## src/rtl/crypt_pkg.sv

```systemverilog
// crypt_pkg: shared types and constants for the LFSR stream-cipher engine.
//   SPACE     - ASCII space used to pad the message front and back.
//   mode_t    - ENCRYPT / DECRYPT run mode.
//   state_t   - engine FSM states.
//   TAP_TABLE - the nine maximal-length 7-bit tap patterns, indexed by pt_no,
//               so firmware and bench pick taps from the same table.
package crypt_pkg;

  localparam logic [7:0] SPACE = 8'h20;

  typedef enum logic {
    ENCRYPT = 1'b0,
    DECRYPT = 1'b1
  } mode_t;

  typedef enum logic [1:0] {
    IDLE = 2'd0,
    RD   = 2'd1,
    WR   = 2'd2,
    FIN  = 2'd3
  } state_t;

  localparam int NUM_TAPS = 9;

  localparam logic [6:0] TAP_TABLE [NUM_TAPS] = '{
    7'h60, 7'h48, 7'h78, 7'h72, 7'h6A, 7'h69, 7'h5C, 7'h7E, 7'h7B
  };

endpackage

```

## src/rtl/lfsr_gen.sv

```systemverilog
// lfsr_gen: W-bit Fibonacci LFSR.
//   clk, rst - clock, asynchronous active-high reset (state clears to 0).
//   load     - load seed (a zero seed is replaced by 1 so the LFSR never locks up).
//   seed     - initial state.
//   step     - shift once: state <= {state[W-2:0], ^(state & taps)}.
//   taps     - feedback tap mask.
//   state    - current LFSR state.
module lfsr_gen #(
  parameter int W = 7
) (
  input  logic         clk,
  input  logic         rst,
  input  logic         load,
  input  logic [W-1:0] seed,
  input  logic         step,
  input  logic [W-1:0] taps,
  output logic [W-1:0] state
);

  always_ff @(posedge clk or posedge rst) begin
    if (rst) begin
      state <= '0;
    end else if (load) begin
      state <= (seed == '0) ? W'(1) : seed;
    end else if (step) begin
      state <= {state[W-2:0], ^(state & taps)};
    end
  end

endmodule

```

## src/rtl/lfsr_crypt_engine.sv

```systemverilog
// lfsr_crypt_engine: memory-mapped LFSR stream-cipher accelerator.
//   Encrypt: builds a MSG_LEN-byte frame (space padding, message bytes read
//   from src_base, more padding), XORs each byte with the LFSR, puts even
//   parity in the MSB and writes the frame to dst_base.
//   Decrypt: reads MSG_LEN bytes from src_base, counts parity mismatches,
//   strips parity, XORs with the LFSR and writes plaintext to dst_base.
// Ports:
//   clk, rst            - clock, asynchronous active-high reset (aborts a run).
//   start               - launch pulse, accepted only in IDLE.
//   cfg_mode            - 0 encrypt, 1 decrypt.
//   cfg_pre_len/msg_len - leading pad count and raw message length (encrypt).
//   cfg_taps/cfg_seed   - LFSR tap mask and seed.
//   src_base/dst_base   - source / destination region bases.
//   mem_*               - shared data-memory port; read data arrives the
//                         cycle after mem_rd_en.
//   busy/done           - run in progress / run complete (held until next start).
//   par_err_cnt         - decrypt parity mismatches of the last run (saturating).
//   dbg_state           - current FSM state.
// Handshake: start is a single-cycle request with no ready; it is taken only
// when dbg_state is IDLE (including the cycle done is high), and the result
// is signalled by done rising exactly 2*MSG_LEN+1 cycles later.
import crypt_pkg::*;

module lfsr_crypt_engine #(
  parameter int DATA_W  = 8,
  parameter int MSG_LEN = 64,
  parameter int ADDR_W  = 8
) (
  input  logic              clk,
  input  logic              rst,
  input  logic              start,
  input  logic              cfg_mode,
  input  logic [ADDR_W-1:0] cfg_pre_len,
  input  logic [ADDR_W-1:0] cfg_msg_len,
  input  logic [DATA_W-2:0] cfg_taps,
  input  logic [DATA_W-2:0] cfg_seed,
  input  logic [ADDR_W-1:0] src_base,
  input  logic [ADDR_W-1:0] dst_base,
  output logic [ADDR_W-1:0] mem_addr,
  output logic              mem_rd_en,
  input  logic [DATA_W-1:0] mem_rdata,
  output logic              mem_wr_en,
  output logic [DATA_W-1:0] mem_wdata,
  output logic              busy,
  output logic              done,
  output logic [ADDR_W-1:0] par_err_cnt,
  output state_t            dbg_state
);

  localparam int LW = DATA_W - 1;
  localparam logic [DATA_W-1:0] PAD      = DATA_W'(SPACE);
  localparam logic [ADDR_W-1:0] MSG_LEN_A = ADDR_W'(MSG_LEN);
  localparam logic [ADDR_W-1:0] LAST_IDX  = ADDR_W'(MSG_LEN - 1);

  state_t            state;
  mode_t             mode_q;
  logic [ADDR_W-1:0] idx;
  logic [ADDR_W-1:0] pre_q;
  logic [ADDR_W-1:0] len_q;
  logic [LW-1:0]     taps_q;
  logic [ADDR_W-1:0] src_q;
  logic [ADDR_W-1:0] dst_q;
  logic [LW-1:0]     lfsr;

  logic              accept;
  logic              is_msg;
  logic [ADDR_W:0]   msg_end;
  logic [LW-1:0]     enc_src;
  logic [LW-1:0]     enc_low;
  logic [LW-1:0]     dec_low;
  logic              dec_par_bad;

  assign accept    = (state == IDLE) && start;
  assign dbg_state = state;

  // Seed is taken straight from cfg_seed on the accept edge so byte 0 uses it.
  lfsr_gen #(.W(LW)) u_lfsr (
    .clk   (clk),
    .rst   (rst),
    .load  (accept),
    .seed  (cfg_seed),
    .step  (state == WR),
    .taps  (taps_q),
    .state (lfsr)
  );

  // One extra bit on the end position so pre_len+msg_len cannot wrap.
  assign msg_end     = {1'b0, pre_q} + {1'b0, len_q};
  assign is_msg      = (idx >= pre_q) && ({1'b0, idx} < msg_end);
  assign enc_src     = is_msg ? mem_rdata[LW-1:0] : PAD[LW-1:0];
  assign enc_low     = enc_src ^ lfsr;
  assign dec_low     = mem_rdata[LW-1:0] ^ lfsr;
  assign dec_par_bad = mem_rdata[DATA_W-1] != ^mem_rdata[LW-1:0];

  // Memory port is a pure decode of registered state; write data in WR
  // combines the read data returned from the preceding RD cycle.
  always_comb begin
    mem_addr  = '0;
    mem_rd_en = 1'b0;
    mem_wr_en = 1'b0;
    mem_wdata = '0;
    case (state)
      RD: begin
        if (mode_q == DECRYPT) begin
          mem_rd_en = 1'b1;
          mem_addr  = src_q + idx;
        end else if (is_msg) begin
          mem_rd_en = 1'b1;
          mem_addr  = src_q + (idx - pre_q);
        end
      end
      WR: begin
        mem_wr_en = 1'b1;
        mem_addr  = dst_q + idx;
        mem_wdata = (mode_q == ENCRYPT) ? {^enc_low, enc_low} : {1'b0, dec_low};
      end
      default: ;
    endcase
  end

  always_ff @(posedge clk or posedge rst) begin
    if (rst) begin
      state       <= IDLE;
      mode_q      <= ENCRYPT;
      idx         <= '0;
      pre_q       <= '0;
      len_q       <= '0;
      taps_q      <= '0;
      src_q       <= '0;
      dst_q       <= '0;
      busy        <= 1'b0;
      done        <= 1'b0;
      par_err_cnt <= '0;
    end else begin
      case (state)
        IDLE: begin
          if (start) begin
            mode_q      <= mode_t'(cfg_mode);
            pre_q       <= cfg_pre_len;
            len_q       <= (cfg_msg_len > MSG_LEN_A) ? MSG_LEN_A : cfg_msg_len;
            taps_q      <= cfg_taps;
            src_q       <= src_base;
            dst_q       <= dst_base;
            idx         <= '0;
            busy        <= 1'b1;
            done        <= 1'b0;
            par_err_cnt <= '0;
            state       <= RD;
          end
        end
        RD: state <= WR;
        WR: begin
          if ((mode_q == DECRYPT) && dec_par_bad && (par_err_cnt != '1)) begin
            par_err_cnt <= par_err_cnt + 1'b1;
          end
          if (idx == LAST_IDX) begin
            state <= FIN;
          end else begin
            idx   <= idx + 1'b1;
            state <= RD;
          end
        end
        FIN: begin
          busy  <= 1'b0;
          done  <= 1'b1;
          state <= IDLE;
        end
        default: state <= IDLE;
      endcase
    end
  end

endmodule

```

## config.mk

```make
export PLATFORM = sky130hd
export DESIGN_NAME = lfsr_crypt_engine
export DESIGN_NICKNAME = d
export VERILOG_FILES = /design/src/rtl/crypt_pkg.sv /design/src/rtl/lfsr_gen.sv /design/src/rtl/lfsr_crypt_engine.sv
export SDC_FILE = /design/constraint.sdc
export NUM_CORES = 1
export LEC_CHECK = 0
export BUFFER_PORTS_ARGS = -buffer_cell sky130_fd_sc_hd__buf_2
export CORE_MARGIN = 8
export CORE_UTILIZATION = 44
export DETAILED_ROUTE_END_ITERATION = 16
export PLACE_DENSITY = 0.68
export SYNTH_ARGS = -nofsm -noshare
export SYNTH_HDL_FRONTEND = slang
export SYNTH_HIERARCHICAL = 1
export SYNTH_SLANG_ARGS = --single-unit
```

## constraint.sdc

```tcl
create_clock -name clk -period 3.7 [get_ports clk]
set_input_delay 0.74 -clock clk [delete_from_list [all_inputs] [get_ports clk]]
set_output_delay 0.74 -clock clk [all_outputs]
set_load 0.05 [all_outputs]
```

==> results by group <==
Layout
  • Util after Layout: 0.5885
  • Fillers: 981
  • Layout cells sized above 1: 0.2927
  • Layout area overhead: 31.59%
  • Commonest non-fill, non-tap cell in the layout: buf_2
  • Ant diodes: 0
  • Non-filler instance count after layout: 816
  • Design Area, Final: 6691 sq um
  • Most frequent cells in the layout: 70 x buf_2, 67 x dfrtp_1, 56 x inv_1, 53 x nand2_1, 50 x ha_1
  • Nets: 788

Synth
  • Ys flop type: dfrtp_1
  • Asr flop ratio synth: 1.000
  • Simple-Gate Fraction of Synth Area: 0.1361
  • Distinct cell type count after synthesis: 48
  • Number of synthesized flops with an enable pin: 0
  • Top-area cell type share of the netlist area: 0.3297
  • Synth Instances: 549
  • Post-synthesis adder-cell area fraction: 0.1649
  • Synth warn: 6
  • Largest family of logic cells by synthesized area: adder cells
  • Post-Synth XOR/XNOR Area: 0.1004
  • Multiplexer share of the synthesized area: 0.07160
  • Synthesized Nets: 668
  • Register bit total from synthesis: 67
  • Mapped cell area: 5085 sq um
  • Area contributors post-synth: dfrtp_1 33%, ha_1 13%, xnor2_1 4.8%
  • Area leader, netlist: dfrtp_1
  • Sequential-to-total area share from yosys stat: 0.3297
  • Syn_area_per_cell: 9.262 sq um
  • Compound-gate portion of the synthesized area: 0.1412

Timing
  • Relative max-transition margin: 0.5669
  • Worst hold slack: 0.3679 ns
  • Period Utilization, post-route: 1.142
  • Setup TNS Final: -7.504 ns
  • Peak Freq: 0.2366 GHz
  • Worst-Margin Slew: 0.6496 ns
  • Final min period: 4.226 ns
  • Final Slew Violations: 0
  • Worst Slack Setup Final: -0.5262 ns
  • Fin. Hold Viols: 0
  • RSZ-0062 raised after global routing: true
  • Clock Skew: 0.005070 ns
  • Final setup vio count: 17

GRT
  • First-pass GRT wire length: 23160 um
  • Initial antenna violation count: 0
  • Grt ovf: 0
  • All-Layer GR Usage: 0.1916
  • Largest net degree at the start of global routing: 41
  • Vias in the first global route: 4705

Clock tree
  • Clock Path Buffers: 2
  • Clock Latency Late Sink: 0.33 ns
  • Root buffer cell: clkbuf_16
  • CTS tree: built
  • Reg clk slew, reported paths: 0.06 ns
  • Sink Count: 67
  • Inserted Clock Buffers: 9
  • Post-CTS Hold Fix Bufs: 0
  • H-tree depth: 3

Route
  • WL/cell: 17.20 um
  • DR vias/cell: 5.371
  • Initial drt markers: 255
  • WL final: 14040 um
  • TritonRoute pass-1 iters: 4
  • Antenna-violating nets left: 0
  • Residual DRC: 0
  • Vias: 4383

Floorplanning
  • Core region area: 11370 sq um
  • Placement row count: 39
  • Die area: 15250 sq um
  • Die Height: 123.5 um
  • DIE WIDTH: 123.5 um
  • Initial Util: 0.4472
  • I/O pin cnt: 88

Placement
  • Buffers added on ports: 87
  • Placed insts: 796
  • Placed inst area: 6146 sq um
  • Post-detail-place hpwl: 10850 um
  • Pre-CTS WS: -0.3231 ns
  • Gpl congestion: 0.8287

Worst setup path
  • Kind of critical path: register to output pin
  • Critical-path top delay cell: dfrtp_1
  • WP data arrival: 3.49 ns
  • Crit-path max FO: 6
  • Worst EP required: 2.96 ns
  • Critical Path Max Stage Delay: 0.40 ns
  • Top delay family on crit path: compound AO/OA/AOI/OAI gates
  • CP Buf/Inv Count: 4
  • Crit path cell chain: ha_1 -> a21o_1 -> a21oi_2 -> o21ai_1 -> a21oi_2 -> xor2_1 -> ha_1 -> nor2b_1 -> o21ai_1 -> o211ai_1 -> buf_4 -> a31oi_4 -> buf_6 -> o21bai_4 -> buf_12 -> o22ai_4 -> buf_6
  • CP endpoint kind: output pin
  • Type of origin of the critical path: register

Outcome
  • Failing checks: negative setup slack
  • Status: finished with violations

Power
  • VDD IR max: 173.0 uV
  • Pwr/cell area: 250.7 nW/um^2
  • Leakage: 3.377 nW
  • Tot Pwr: 1.678 mW

Flow run
  • MaxCap Viol Count: 0

Min path
  • Type of the worst min-delay path: primary input to asynchronous set/reset pin
-- final cells by class --
type | count | area (sq um) | share of cell area
Multi-Input combinational cell | 408 | 3456 | 0.5165
Sequential cell | 67 | 1677 | 0.2506
Timing Repair Buffer | 124 | 864.6 | 0.1292
Clock buffer | 11 | 242.7 | 0.03628
Inverter | 59 | 221.5 | 0.03310
Tap cell | 143 | 178.9 | 0.02674
Clock inverter | 4 | 51.30 | 0.007666
-- flip-flops by register name, summed over array words and instances, names as in the netlist --
| signal | cells |
|---|---|
| busy | 1 |
| dbg_state | 2 |
| done | 1 |
| dst_q | 8 |
| idx | 8 |
| len_q | 8 |
| mode_q | 1 |
| par_err_cnt | 8 |
| pre_q | 8 |
| src_q | 8 |
| taps_q | 7 |
| u_lfsr/state | 7 |
-- Yosys cell counts, types with 10 or more instances --
library cell	number
mux2i_1	15
fa_1	10
clkbuf_1	14
inv_1	59
ha_1	51
mux2_2	19
a21oi_1	22
xnor2_1	28
nand4_1	10
o21ai_0	43
dfrtp_1	67
nand2b_1	14
nor2_1	34
xor2_1	18
nand3_1	11
nand2_1	53
a21o_1	10
-- worst register-to-register path, delay by kind of cell, from the launching register on --
kind | cells | cell delay [ns]
and+or+nand+nor | 1 | 0.37
DFF | 1 | 0.44
adders and majority gates | 1 | 0.24
buffers and inverters | 3 | 1.00
muxes | 1 | 0.36
-- layer usage --
layer / up-vias / wire length, um / GRT usage
met5: - / 0 / 0
met4: 0 / 271 / 0.07148
met3: 22 / 620 / 0.02831
met2: 106 / 6992 / 0.3339
met1: 2121 / 6150 / 0.2347
li1: 2134 / - / -
-- final timing paths --
check / start / end / slack (ns) / depth (start not counted)
max in group asynchronous: rst / par_err_cnt[6]$_DFFE_PP0P_ / 2.36 / 3
min in group clk: len_q[7]$_DFFE_PP0P_ / len_q[7]$_DFFE_PP0P_ / 0.50 / 1
setup reg to reg: dbg_state[0]$_DFFE_PP0P_ / taps_q[1]$_DFFE_PP0P_ / 1.16 / 6
setup / recovery: pre_q[1]$_DFFE_PP0P_ / mem_addr[3] / -0.53 / 17
hold / removal: rst / u_lfsr/state[2]$_DFFE_PP0P_ / 0.37 / 2
hold reg to reg: len_q[7]$_DFFE_PP0P_ / len_q[7]$_DFFE_PP0P_ / 0.50 / 1
-- logic make-up (layout without fill, tap and decap cells) --
| kind of cell | after synthesis | after routing |
|---|---|---|
| DFF | 67 | 67 |
| AOI/OAI and AO/OA | 116 | 116 |
| buffers and inverters | 74 | 198 |
| xor gates and xnor gates | 51 | 51 |
| and+or+nand+nor | 146 | 146 |
| adders and majority gates | 61 | 61 |
| muxes | 34 | 34 |
-- power by group --
part           internal, mW  switching [mW]  leakage (nW)
Combinational        0.0397          0.0428          2.40
Clock                 0.536           0.326         0.142
Sequential            0.733               0         0.834
-- timing repair --
action / in CTS / in global routing
endpoints found under the setup margin: 17 / 17
buffers inserted: 1 / 4
resized for setup: 41 / 15
pin swaps: 3 / 11
Power figures use the tool's default switching activity.
